File: config.mk
export PLATFORM = sky130hd
export DESIGN_NAME = ddram_loader_flat
export DESIGN_NICKNAME = d
export VERILOG_FILES = /design/src/rtl/ddram_loader_if.sv /design/src/rtl/ddram_loader.sv /design/src/flat_wrapper.sv
export SDC_FILE = /design/constraint.sdc
export NUM_CORES = 1
export LEC_CHECK = 0
export ABC_CLOCK_PERIOD_IN_PS = 3140
export BUFFER_PORTS_ARGS = -buffer_cell sky130_fd_sc_hd__buf_2
export CORE_MARGIN = 8
export CORE_UTILIZATION = 60
export CTS_CLUSTER_DIAMETER = 120
export DETAILED_ROUTE_END_ITERATION = 10
export GPL_ROUTABILITY_DRIVEN = 0
export HOLD_SLACK_MARGIN = 0.08
export PLACE_DENSITY = 0.88
export REMOVE_ABC_BUFFERS = 1
export SETUP_SLACK_MARGIN = 0.2
export SLEW_MARGIN = 5
export SYNTH_ARGS = -nofsm -noshare
export SYNTH_HDL_FRONTEND = slang
export SYNTH_SLANG_ARGS = --single-unit
File: constraint.sdc
create_clock -name clk_sys -period 3.14 [get_ports clk_sys]
set_input_delay 0.314 -clock clk_sys [delete_from_list [all_inputs] [get_ports clk_sys]]
set_output_delay 0.314 -clock clk_sys [all_outputs]
set_load 0.01 [all_outputs]
File: src/rtl/ddram_loader_if.sv
// DDR write-port bundle between the byte loader (master) and the DDR
// write port (slave): word address, write word and a toggle handshake.
interface ddram_loader_if;
   logic [26:0] wraddr;
   logic [15:0] din;
   logic        we_req;
   logic        we_ack;

   modport master (output wraddr, output din, output we_req, input we_ack);
   modport slave  (input wraddr, input din, input we_req, output we_ack);
endinterface

File: src/rtl/ddram_loader.sv
// ddram_loader: packs an ioctl byte stream into 16-bit words, queues them in a
// small FIFO and issues them to a DDR write port with a toggle handshake.
// Optional feature macro DDRAM_LOADER_TAIL_FLUSH_EN: when defined, a trailing
// unpaired low byte is written padded at download end; otherwise it is dropped.
module ddram_loader #(
   parameter int unsigned DEPTH = 4,
   parameter logic [7:0]  PAD   = 8'hFF
) (
   input  logic          clk_sys,
   input  logic          reset,
   input  logic          ioctl_download,
   input  logic [27:0]   ioctl_addr,
   input  logic [7:0]    ioctl_dout,
   input  logic          ioctl_wr,
   output logic          ioctl_wait,
   ddram_loader_if.master ddr,
   output logic          busy,
   output logic          overflow
);

   localparam int unsigned AW = $clog2(DEPTH);
   localparam int unsigned CW = AW + 1;

   typedef enum logic {IDLE, WAIT} state_t;

   // FIFO entry: {word address, high byte, low byte}
   logic [42:0]   mem_q [DEPTH];
   logic [AW-1:0] wp_q, rp_q;
   logic [CW-1:0] cnt_q, cnt_d;

   logic          pend_vld_q, pend_vld_d;
   logic [26:0]   pend_addr_q, pend_addr_d;
   logic [7:0]    pend_byte_q, pend_byte_d;

   logic          ovf_q, ovf_d;
   logic          wait_q, wait_d;
   logic          dl_q;
   logic          flush_q, flush_d;

   state_t        state_q;
   logic [26:0]   wraddr_q;
   logic [15:0]   din_q;
   logic          we_req_q;

   logic          full, pop, push, fall;
   logic [42:0]   push_word;

   assign full = (cnt_q == CW'(DEPTH));
   assign pop  = (state_q == IDLE) && (cnt_q != '0) && (we_req_q == ddr.we_ack);
   assign fall = dl_q & ~ioctl_download;

   // Byte pairing, overflow detection, tail handling and FIFO occupancy
   always_comb begin
      pend_vld_d  = pend_vld_q;
      pend_addr_d = pend_addr_q;
      pend_byte_d = pend_byte_q;
      ovf_d       = ovf_q;
      flush_d     = 1'b0;
      push        = 1'b0;
      push_word   = '0;

      if (ioctl_wr) begin
         if (!ioctl_addr[0]) begin
            if (pend_vld_q) begin
               if (full) begin
                  ovf_d = 1'b1;
               end else begin
                  push        = 1'b1;
                  push_word   = {pend_addr_q, PAD, pend_byte_q};
                  pend_addr_d = ioctl_addr[27:1];
                  pend_byte_d = ioctl_dout;
               end
            end else begin
               pend_vld_d  = 1'b1;
               pend_addr_d = ioctl_addr[27:1];
               pend_byte_d = ioctl_dout;
            end
         end else if (pend_vld_q && (pend_addr_q == ioctl_addr[27:1])) begin
            if (full) begin
               ovf_d = 1'b1;
            end else begin
               push       = 1'b1;
               push_word  = {ioctl_addr[27:1], ioctl_dout, pend_byte_q};
               pend_vld_d = 1'b0;
            end
         end else begin
            if (full) begin
               ovf_d = 1'b1;
            end else begin
               push      = 1'b1;
               push_word = {ioctl_addr[27:1], ioctl_dout, PAD};
            end
         end
      end

`ifdef DDRAM_LOADER_TAIL_FLUSH_EN
      // A tail flush yields to a same-cycle byte push or a full FIFO and is
      // retried via flush_q while the byte stays pending (keeping busy high).
      if ((fall || flush_q) && pend_vld_q) begin
         if (!ioctl_wr && !full) begin
            push       = 1'b1;
            push_word  = {pend_addr_q, PAD, pend_byte_q};
            pend_vld_d = 1'b0;
         end else begin
            flush_d = 1'b1;
         end
      end
`else
      if (fall && pend_vld_q) begin
         pend_vld_d = 1'b0;
      end
`endif

      cnt_d  = cnt_q + CW'(push) - CW'(pop);
      wait_d = (cnt_d >= CW'(DEPTH - 1));
   end

   // FIFO storage write
   always_ff @(posedge clk_sys) begin
      if (push) begin
         mem_q[wp_q] <= push_word;
      end
   end

   // Pointers, pending byte and status registers
   always_ff @(posedge clk_sys or posedge reset) begin
      if (reset) begin
         wp_q        <= '0;
         rp_q        <= '0;
         cnt_q       <= '0;
         pend_vld_q  <= 1'b0;
         pend_addr_q <= '0;
         pend_byte_q <= '0;
         ovf_q       <= 1'b0;
         wait_q      <= 1'b0;
         dl_q        <= 1'b0;
         flush_q     <= 1'b0;
      end else begin
         if (push) wp_q <= wp_q + AW'(1);
         if (pop)  rp_q <= rp_q + AW'(1);
         cnt_q       <= cnt_d;
         pend_vld_q  <= pend_vld_d;
         pend_addr_q <= pend_addr_d;
         pend_byte_q <= pend_byte_d;
         ovf_q       <= ovf_d;
         wait_q      <= wait_d;
         dl_q        <= ioctl_download;
         flush_q     <= flush_d;
      end
   end

   // Issue FSM: hand the FIFO head to the DDR port and wait for the ack toggle
   always_ff @(posedge clk_sys or posedge reset) begin
      if (reset) begin
         state_q  <= IDLE;
         wraddr_q <= '0;
         din_q    <= '0;
         we_req_q <= 1'b0;
      end else begin
         unique case (state_q)
            IDLE: begin
               if (pop) begin
                  {wraddr_q, din_q} <= mem_q[rp_q];
                  we_req_q          <= ~we_req_q;
                  state_q           <= WAIT;
               end
            end
            WAIT: begin
               if (ddr.we_ack == we_req_q) begin
                  state_q <= IDLE;
               end
            end
            default: state_q <= IDLE;
         endcase
      end
   end

   assign ddr.wraddr = wraddr_q;
   assign ddr.din    = din_q;
   assign ddr.we_req = we_req_q;
   assign ioctl_wait = wait_q;
   assign overflow   = ovf_q;
   assign busy       = ioctl_download | pend_vld_q | (cnt_q != '0) | (state_q == WAIT);

endmodule

File: src/flat_wrapper.sv
// flat-port wrapper written by rule: the top's interface ports become plain ports
module ddram_loader_flat 
#(
   parameter int unsigned DEPTH = 4,
   parameter logic [7:0]  PAD   = 8'hFF
)
  (clk_sys, reset, ioctl_download, ioctl_addr, ioctl_dout, ioctl_wr, ioctl_wait, busy, overflow, ddr_wraddr, ddr_din, ddr_we_req, ddr_we_ack);
  ddram_loader_if ddr_i ();
  input  logic clk_sys;
  input  logic reset;
  input  logic ioctl_download;
  input  logic [27:0] ioctl_addr;
  input  logic [7:0] ioctl_dout;
  input  logic ioctl_wr;
  output logic ioctl_wait;
  output logic busy;
  output logic overflow;
  output wire logic [$bits(ddr_i.wraddr)-1:0] ddr_wraddr;
  output wire logic [$bits(ddr_i.din)-1:0] ddr_din;
  output wire logic [$bits(ddr_i.we_req)-1:0] ddr_we_req;
  input wire logic [$bits(ddr_i.we_ack)-1:0] ddr_we_ack;
  assign ddr_wraddr = ddr_i.wraddr;
  assign ddr_din = ddr_i.din;
  assign ddr_we_req = ddr_i.we_req;
  assign ddr_i.we_ack = ddr_we_ack;
  ddram_loader #(.DEPTH(DEPTH), .PAD(PAD)) u_core (.clk_sys(clk_sys), .reset(reset), .ioctl_download(ioctl_download), .ioctl_addr(ioctl_addr), .ioctl_dout(ioctl_dout), .ioctl_wr(ioctl_wr), .ioctl_wait(ioctl_wait), .ddr(ddr_i), .busy(busy), .overflow(overflow));
endmodule
==> results.ini, run 1 <==
[run_status]
status = complete, no violations

[route]
routed_wl_mm = 22.6
wl_per_cell_um = 22.8
first_pass_iters = 5
drcViolationCount = 0
vias = 5907
drt_iter0_drc = 582
antenna_left = 0
viasPerCell = 5.96

[sta]
rsz0062_at_grt = no
finalHoldViolCount = 0
finalCritPeriodShare_pct = 73.7
whs_ns = 0.0963
period_minus_slack_ns = 2.31
slew_headroom_pct = 43.9
fin_skew_ns = 0.0108
drv_slew = 0
worst_slew_pin_slew_ns = 0.839
max_freq_mhz = 432
setup_viol = 0

[power_and_ir_drop]
finalPower_mw = 12.0
leakagePower_nw = 4.91
max-vdd-ir-drop_v = 0.000620
p_per_area_nw_per_um2 = 939

[floorplan]
die_h_um = 151
rows = 49
die_w_um = 151
io-pin-count = 88
core_area_um2 = 18000
fp.dieArea_um2 = 22800
initial_utilization_pct = 60.9

[worst_setup_path]
critPathSlowestCell = dfrtp_1
cp-end-kind = flip-flop
critical_path_class = reg2reg
critPathMaxFanout = 4
slowest_delay_ns = 0.48
arrival_ns = 2.72
setup.worst_path.start_class = flip-flop
crit_required_ns = 3.55
crit_chain = nor3_1 > nor3_4 > inv_1 > o21ai_0 > ha_1 > inv_1 > fa_1 > xnor2_1 > xnor2_1 > a21o_1

[place]
placedCellCount = 915
placed_cell_area_um2 = 11600
port_buffers = 87
post-dp-hpwl_mm = 14.1

[clocking]
cts_tree = built
clkSlewWorstSetupHoldPaths_ns = 0.06
h-tree-depth = 1
ctsLongestPathBuffers = 3
insertion_delay_ns = 0.52
clock_sinks = 263
cts.repair.resized = 0
cts_setup_buffers = 0
cts_made_buffers = 26
root_buffer = clkbuf_16

[synth]
synth_top_area_share_pct = 47.2
syn_area_um2 = 10900
synth_warnings = 0
synth_seq_area_share_pct = 68.0
syn_inst = 610
synth_area_leader_cell = edfxtp_1
synth_cell_types = 40
ys_top_cells_by_count = 172 x edfxtp_1, 91 x dfrtp_1, 48 x mux2_2
synth_ff_type = edfxtp_1
yosys-top-cells-area = edfxtp_1 47%, dfrtp_1 21%, mux4_2 7.8%
yosysMostFrequentCell = edfxtp_1
syn_area_per_cell_um2 = 17.9
synth_seq_cells = 263
async_reset_ff_share_pct = 34.6
synth_edf_count = 172

[job]
cap_viol_max_count = 0

[finish]
instances_no_fill = 991
postLayoutCoreUtil_pct = 71.3
drive_gt1_share_pct = 36.5
antenna_cells = 0
areaGrowthSynthToFinish_pct = 17.0
fin_nets = 789
postLayoutCellArea_um2 = 12800

[global_routing]
grt_max_degree = 51
grt_pass1_wl_mm = 35.5
grtUsageTotal_pct = 20.2
grt-ovfl-total = 0
first_global_vias = 6480
antenna_found_initial = 2

[min_path]
min_path_type = in2reg

==> worst paths after layout <==
path | startpoint | slack (ns) | cells past startpoint | end
max | u_core.cnt_q[1]$_DFF_PP0_ | 0.83 | 10 | u_core.ioctl_wait$_DFF_PP0_
min reg2reg | u_core.overflow$_DFFE_PP0P_ | 0.49 | 1 | u_core.overflow$_DFFE_PP0P_
min | ioctl_addr[9] | 0.1 | 2 | u_core.pend_addr_q[8]$_DFFE_PP0P_
min in group asynchronous | reset | 0.46 | 3 | u_core.ddr.wraddr[17]$_DFFE_PP0P_
max reg2reg | u_core.cnt_q[1]$_DFF_PP0_ | 0.83 | 10 | u_core.ioctl_wait$_DFF_PP0_
max in group asynchronous | reset | 1.95 | 4 | u_core.ddr.wraddr[3]$_DFFE_PP0P_
==> power breakdown <==
part | internal [mW] | switching (mW)
Combinational | 1.92 | 1.73
Sequential | 4.68 | 0.520
Clock | 1.91 | 1.26
==> layout make-up <==
| cell class | count | area, µm² |
|---|---|---|
| Timing Repair Buffer | 136 | 898 |
| Tap cell | 229 | 287 |
| Inverter | 17 | 73.8 |
| Clock inverter | 14 | 148 |
| Fill cell | 1077 | 5160 |
| Multi-Input combinational cell | 298 | 3210 |
| Sequential cell | 263 | 7440 |
| Clock buffer | 34 | 743 |
==> through the flow <==
stage / worst slack (ns) / setup TNS [ns]
2_1_floorplan: -1.61 / -28.59
3_3_place_gp: 0.963 / 0
3_5_place_dp: 0.854 / 0
4_1_cts: 0.820 / 0
5_1_grt: 0.630 / 0
6_report: 0.826 / 0
==> flip-flops by register name, summed over array words and instances, names as in the netlist <==
name                cells
u_core.rp_q             2
u_core.mem_q          172
u_core.dl_q             1
u_core.ddr.din         16
u_core.wp_q             2
u_core.overflow         1
u_core.ioctl_wait       1
u_core.pend_byte_q      8
u_core.pend_addr_q     27
u_core.ddr.wraddr      27
u_core.state_q          1
u_core.pend_vld_q       1
u_core.cnt_q            3
u_core.ddr.we_req       1
==> cell families after synthesis <==
| family | count (synthesis) | share of synthesized area (%) |
|---|---|---|
| flops | 263 | 68.0 |
| mux | 135 | 19.3 |
| simple gates | 76 | 3.82 |
| buf+inv | 49 | 2.78 |
| compound gates | 47 | 2.61 |
| xor+xnor | 34 | 2.72 |
| fa+ha+maj | 6 | 0.754 |
==> layer usage <==
layer	vias to the layer above	global-route usage (%)	wire length, µm
met5	-	0	21
met3	53	3.91	1460
li1	2592	-	-
met4	4	6.19	623
met2	234	34.8	11300
met1	3024	25.7	9150
==> layout by cell type (no fill, tap or decap), types with 3 or more instances in the layout <==
master         count
dlygate4sd3_1     28
a21oi_1           29
mux4_2            38
o21ai_0            4
buf_2             87
xnor2_1           31
nand4_1            6
bufinv_16          3
mux2_4            30
nor2_1            17
mux2_2            48
inv_1             15
buf_4             19
edfxtp_1         172
a32oi_1            8
mux4_1             5
clkbuf_16         28
clkbuf_1           4
clkinv_2           6
ha_1               5
and2_2             4
nand2_1           27
clkinv_1           3
xor2_1             3
mux2i_1           14
dfrtp_1           89
nand3b_1          14
==> worst max-delay path: cells and delay by family, from the launching register on <==
family,cells,cell delay (ns)
DFF,1,0.48
and+or+nand+nor,2,0.33
xor gates and xnor gates,2,0.33
buffers and inverters,2,0.14
adders and majority gates,2,0.59
AOI/OAI and AO/OA,2,0.34
==> repair_timing <==
action                     in CTS  in global routing
hold endpoints to repair       74                  0
hold buffers                   28                  0
setup endpoints to repair       0                  0
Note: power is estimated with default switching activity, not from simulation.
==> run 2: changes to the inputs <==
--- a/config.mk
+++ b/config.mk
@@ -5,7 +5,7 @@
 export SDC_FILE = /design/constraint.sdc
 export NUM_CORES = 1
 export LEC_CHECK = 0
-export ABC_CLOCK_PERIOD_IN_PS = 3140
+export ABC_CLOCK_PERIOD_IN_PS = 2380
 export BUFFER_PORTS_ARGS = -buffer_cell sky130_fd_sc_hd__buf_2
 export CORE_MARGIN = 8
 export CORE_UTILIZATION = 60
==> constraint.sdc (replaced) <==
create_clock -name clk_sys -period 2.38 [get_ports clk_sys]
set_input_delay 0.238 -clock clk_sys [delete_from_list [all_inputs] [get_ports clk_sys]]
set_output_delay 0.238 -clock clk_sys [all_outputs]
set_load 0.01 [all_outputs]
==> run 2 against run 1 <==
  * Wire length rose by 1.8%
  * Die area did not move
  * Via count rose by 1.6%
  * Critical path depth fell by 1
  * First-iteration DRC count rose by 15%
  * Global-route usage rose by 0.61 points
  * Register-to-register slack got worse by 0.58 ns
  * Final cell count rose by 1.8%
  * Critical endpoint unchanged
==> results.ini, run 2 (synthesis gave the netlist of run 1 again) <==
[run_status]
status = complete, no violations  ; unchanged

[worst_setup_path]
worstSetupStartpoint = u_core.cnt_q[2]$_DFF_PP0_  ; was u_core.cnt_q[1]$_DFF_PP0_
setup.worst_path.start_class = flip-flop  ; unchanged
timing.rr.start = u_core.cnt_q[2]$_DFF_PP0_  ; was u_core.cnt_q[1]$_DFF_PP0_
cp-end-kind = flip-flop  ; unchanged
critical_path_class = reg2reg  ; unchanged
crit_required_ns = 2.80  ; was 3.55 ns
arrival_ns = 2.55  ; was 2.72 ns
critPathMaxFanout = 12  ; was 4

[route]
antenna_left = 0  ; unchanged
wl_per_cell_um = 22.8  ; about the same
vias = 5999  ; was 5907
maxUsedRoutingLayer = met4  ; was met5
first_pass_iters = 5  ; unchanged
wl_met1_mm = 8.92  ; was 9.15 mm
dr_wl_met3_mm = 1.73  ; was 1.46 mm
routed_wl_mm = 23.0  ; was 22.6 mm
drcViolationCount = 0  ; unchanged
viasPerCell = 5.95  ; was 5.96
wl_met2_mm = 11.7  ; was 11.3 mm
drt_iter0_drc = 671  ; was 582

[floorplan]
io-pin-count = 88  ; unchanged
die_w_um = 151  ; unchanged
rows = 49  ; unchanged
core_area_um2 = 18000  ; unchanged
initial_utilization_pct = 60.9  ; unchanged
die_h_um = 151  ; unchanged
fp.dieArea_um2 = 22800  ; unchanged

[global_routing]
grtUsageTotal_pct = 20.8  ; was 20.2%
first_global_vias = 6599  ; was 6480
antenna_found_initial = 0  ; was 2
grt_pass1_wl_mm = 36.1  ; was 35.5 mm
grt-ovfl-total = 0  ; unchanged
grt_max_degree = 47  ; was 51

[sta]
setup_viol = 0  ; unchanged
worst_slew_pin_slew_ns = 0.847  ; was 0.839 ns
setup_ws_ns = 0.242  ; was 0.826 ns
drv_slew = 0  ; unchanged
period_minus_slack_ns = 2.14  ; was 2.31 ns
whs_ns = 0.143  ; was 0.0963 ns
tns_ns = 0  ; unchanged
slew_headroom_pct = 43.5  ; was 43.9%
rsz0062_at_grt = yes  ; was no
max_freq_mhz = 468  ; was 432 MHz
finalCritPeriodShare_pct = 89.8  ; was 73.7%
finalHoldViolCount = 0  ; unchanged
fin_skew_ns = 0.00752  ; was 0.0108 ns

[min_path]
min_path_type = in2reg  ; unchanged
hold_start = ioctl_addr[0]  ; was ioctl_addr[9]

[finish]
top_register = u_core.mem_q  ; unchanged
final_common_cell = edfxtp_1  ; unchanged
fin_nets = 807  ; was 789
postLayoutCellArea_um2 = 13000  ; was 12800 µm²
areaGrowthSynthToFinish_pct = 19.2  ; was 17.0%
largest_reg_flops = 172  ; unchanged
layout_common_cells = 172 x edfxtp_1, 87 x buf_2, 87 x dfrtp_1  ; was 172 x edfxtp_1, 89 x dfrtp_1, 87 x buf_2
postLayoutCoreUtil_pct = 72.6  ; was 71.3%
fillers = 1022  ; was 1077
antenna_cells = 0  ; unchanged
drive_gt1_share_pct = 37.2  ; was 36.5%
instances_no_fill = 1009  ; was 991

[clocking]
insertion_delay_ns = 0.53  ; was 0.52 ns
clkSlewWorstSetupHoldPaths_ns = 0.06  ; about the same
ctsLongestPathBuffers = 3  ; unchanged
cts_made_buffers = 26  ; unchanged
h-tree-depth = 1  ; unchanged
clock_sinks = 263  ; unchanged
root_buffer = clkbuf_16  ; unchanged
cts_tree = built  ; unchanged

[power_and_ir_drop]
p_per_area_nw_per_um2 = 1230  ; was 939 nW/µm²
max-vdd-ir-drop_v = 0.000942  ; was 0.000620 V
finalPower_mw = 16.0  ; was 12.0 mW
leakagePower_nw = 5.01  ; was 4.91 nW

[place]
placed_cell_area_um2 = 11700  ; was 11600 µm²
port_buffers = 87  ; unchanged
post-dp-hpwl_mm = 14.1  ; about the same
placedCellCount = 918  ; was 915
pre_cts_ws_ns = 0.0567  ; was 0.854 ns

[job]
cap_viol_max_count = 0  ; unchanged

-- run 2: changes by cell type in the layout (fill, tap and decap cells not counted), sizes merged --
cell         delta
bufinv          +1
clkbuf          -5
clkinvlp        +1
clkinv          +3
dlygate4sd3    +11
buf             +6
inv             +1
-- run 2: per-layer routing --
metal / up-vias / global-route usage, %
met1: 3025 / 26.4
li1: 2626 / -
met3: 57 / 3.85
met5: - / 0
met4: 0 / 6.78
met2: 291 / 35.8
-- run 2: final timing paths --
path | to | slack, ns | cells after the start
min in group asynchronous | u_core.ddr.wraddr[14]$_DFFE_PP0P_ | 0.28 | 3
worst max register to register | u_core.ioctl_wait$_DFF_PP0_ | 0.24 | 9
worst min-delay path | u_core.overflow$_DFFE_PP0P_ | 0.14 | 3
max in group asynchronous | u_core.cnt_q[1]$_DFF_PP0_ | 1.43 | 4
worst min register to register | u_core.ddr.din[1]$_DFFE_PP0P_ | 0.50 | 1
worst max-delay path | u_core.ioctl_wait$_DFF_PP0_ | 0.24 | 9
-- run 2: where the power goes --
group          leakage [nW]  switching, mW  internal [mW]  total (mW)
Sequential             2.66          0.624           6.18        6.80
Combinational          1.92           2.40           2.67        5.07
Clock                 0.426           1.67           2.49        4.16
-- run 2: layout make-up --
type                    count  area, µm²  share of cell area (%)
well taps                 229        287                    2.20
flip-flops and latches    263       7450                    57.1
multi-input cells         298       3230                    24.8
inverters                  17       73.8                   0.566
clock buffers              29        683                    5.24
repair inverters            1       6.26                  0.0480
repair buffers            153       1130                    8.65
clock inverters            19        191                    1.47
-- run 2: what timing repair did --
| item | in CTS | in global routing |
|---|---|---|
| pin swaps | 2 | 1 |
| setup buffers | 2 | 1 |
| endpoints found under the setup margin | 2 | 7 |
| hold buffers | 39 | 0 |
| gates resized for setup | 7 | 1 |
| endpoints found under the hold margin | 69 | 0 |
| cloned | 1 | 0 |
-- run 2: critical path: stages (launching register included) --
cell and delay (ns):
dfrtp_1 0.41, nor3b_4 0.18, or2_4 0.30, inv_8 0.09
ha_1 0.15, inv_1 0.06, fa_2 0.38, xnor2_2 0.15
xnor2_1 0.14, a21o_1 0.16
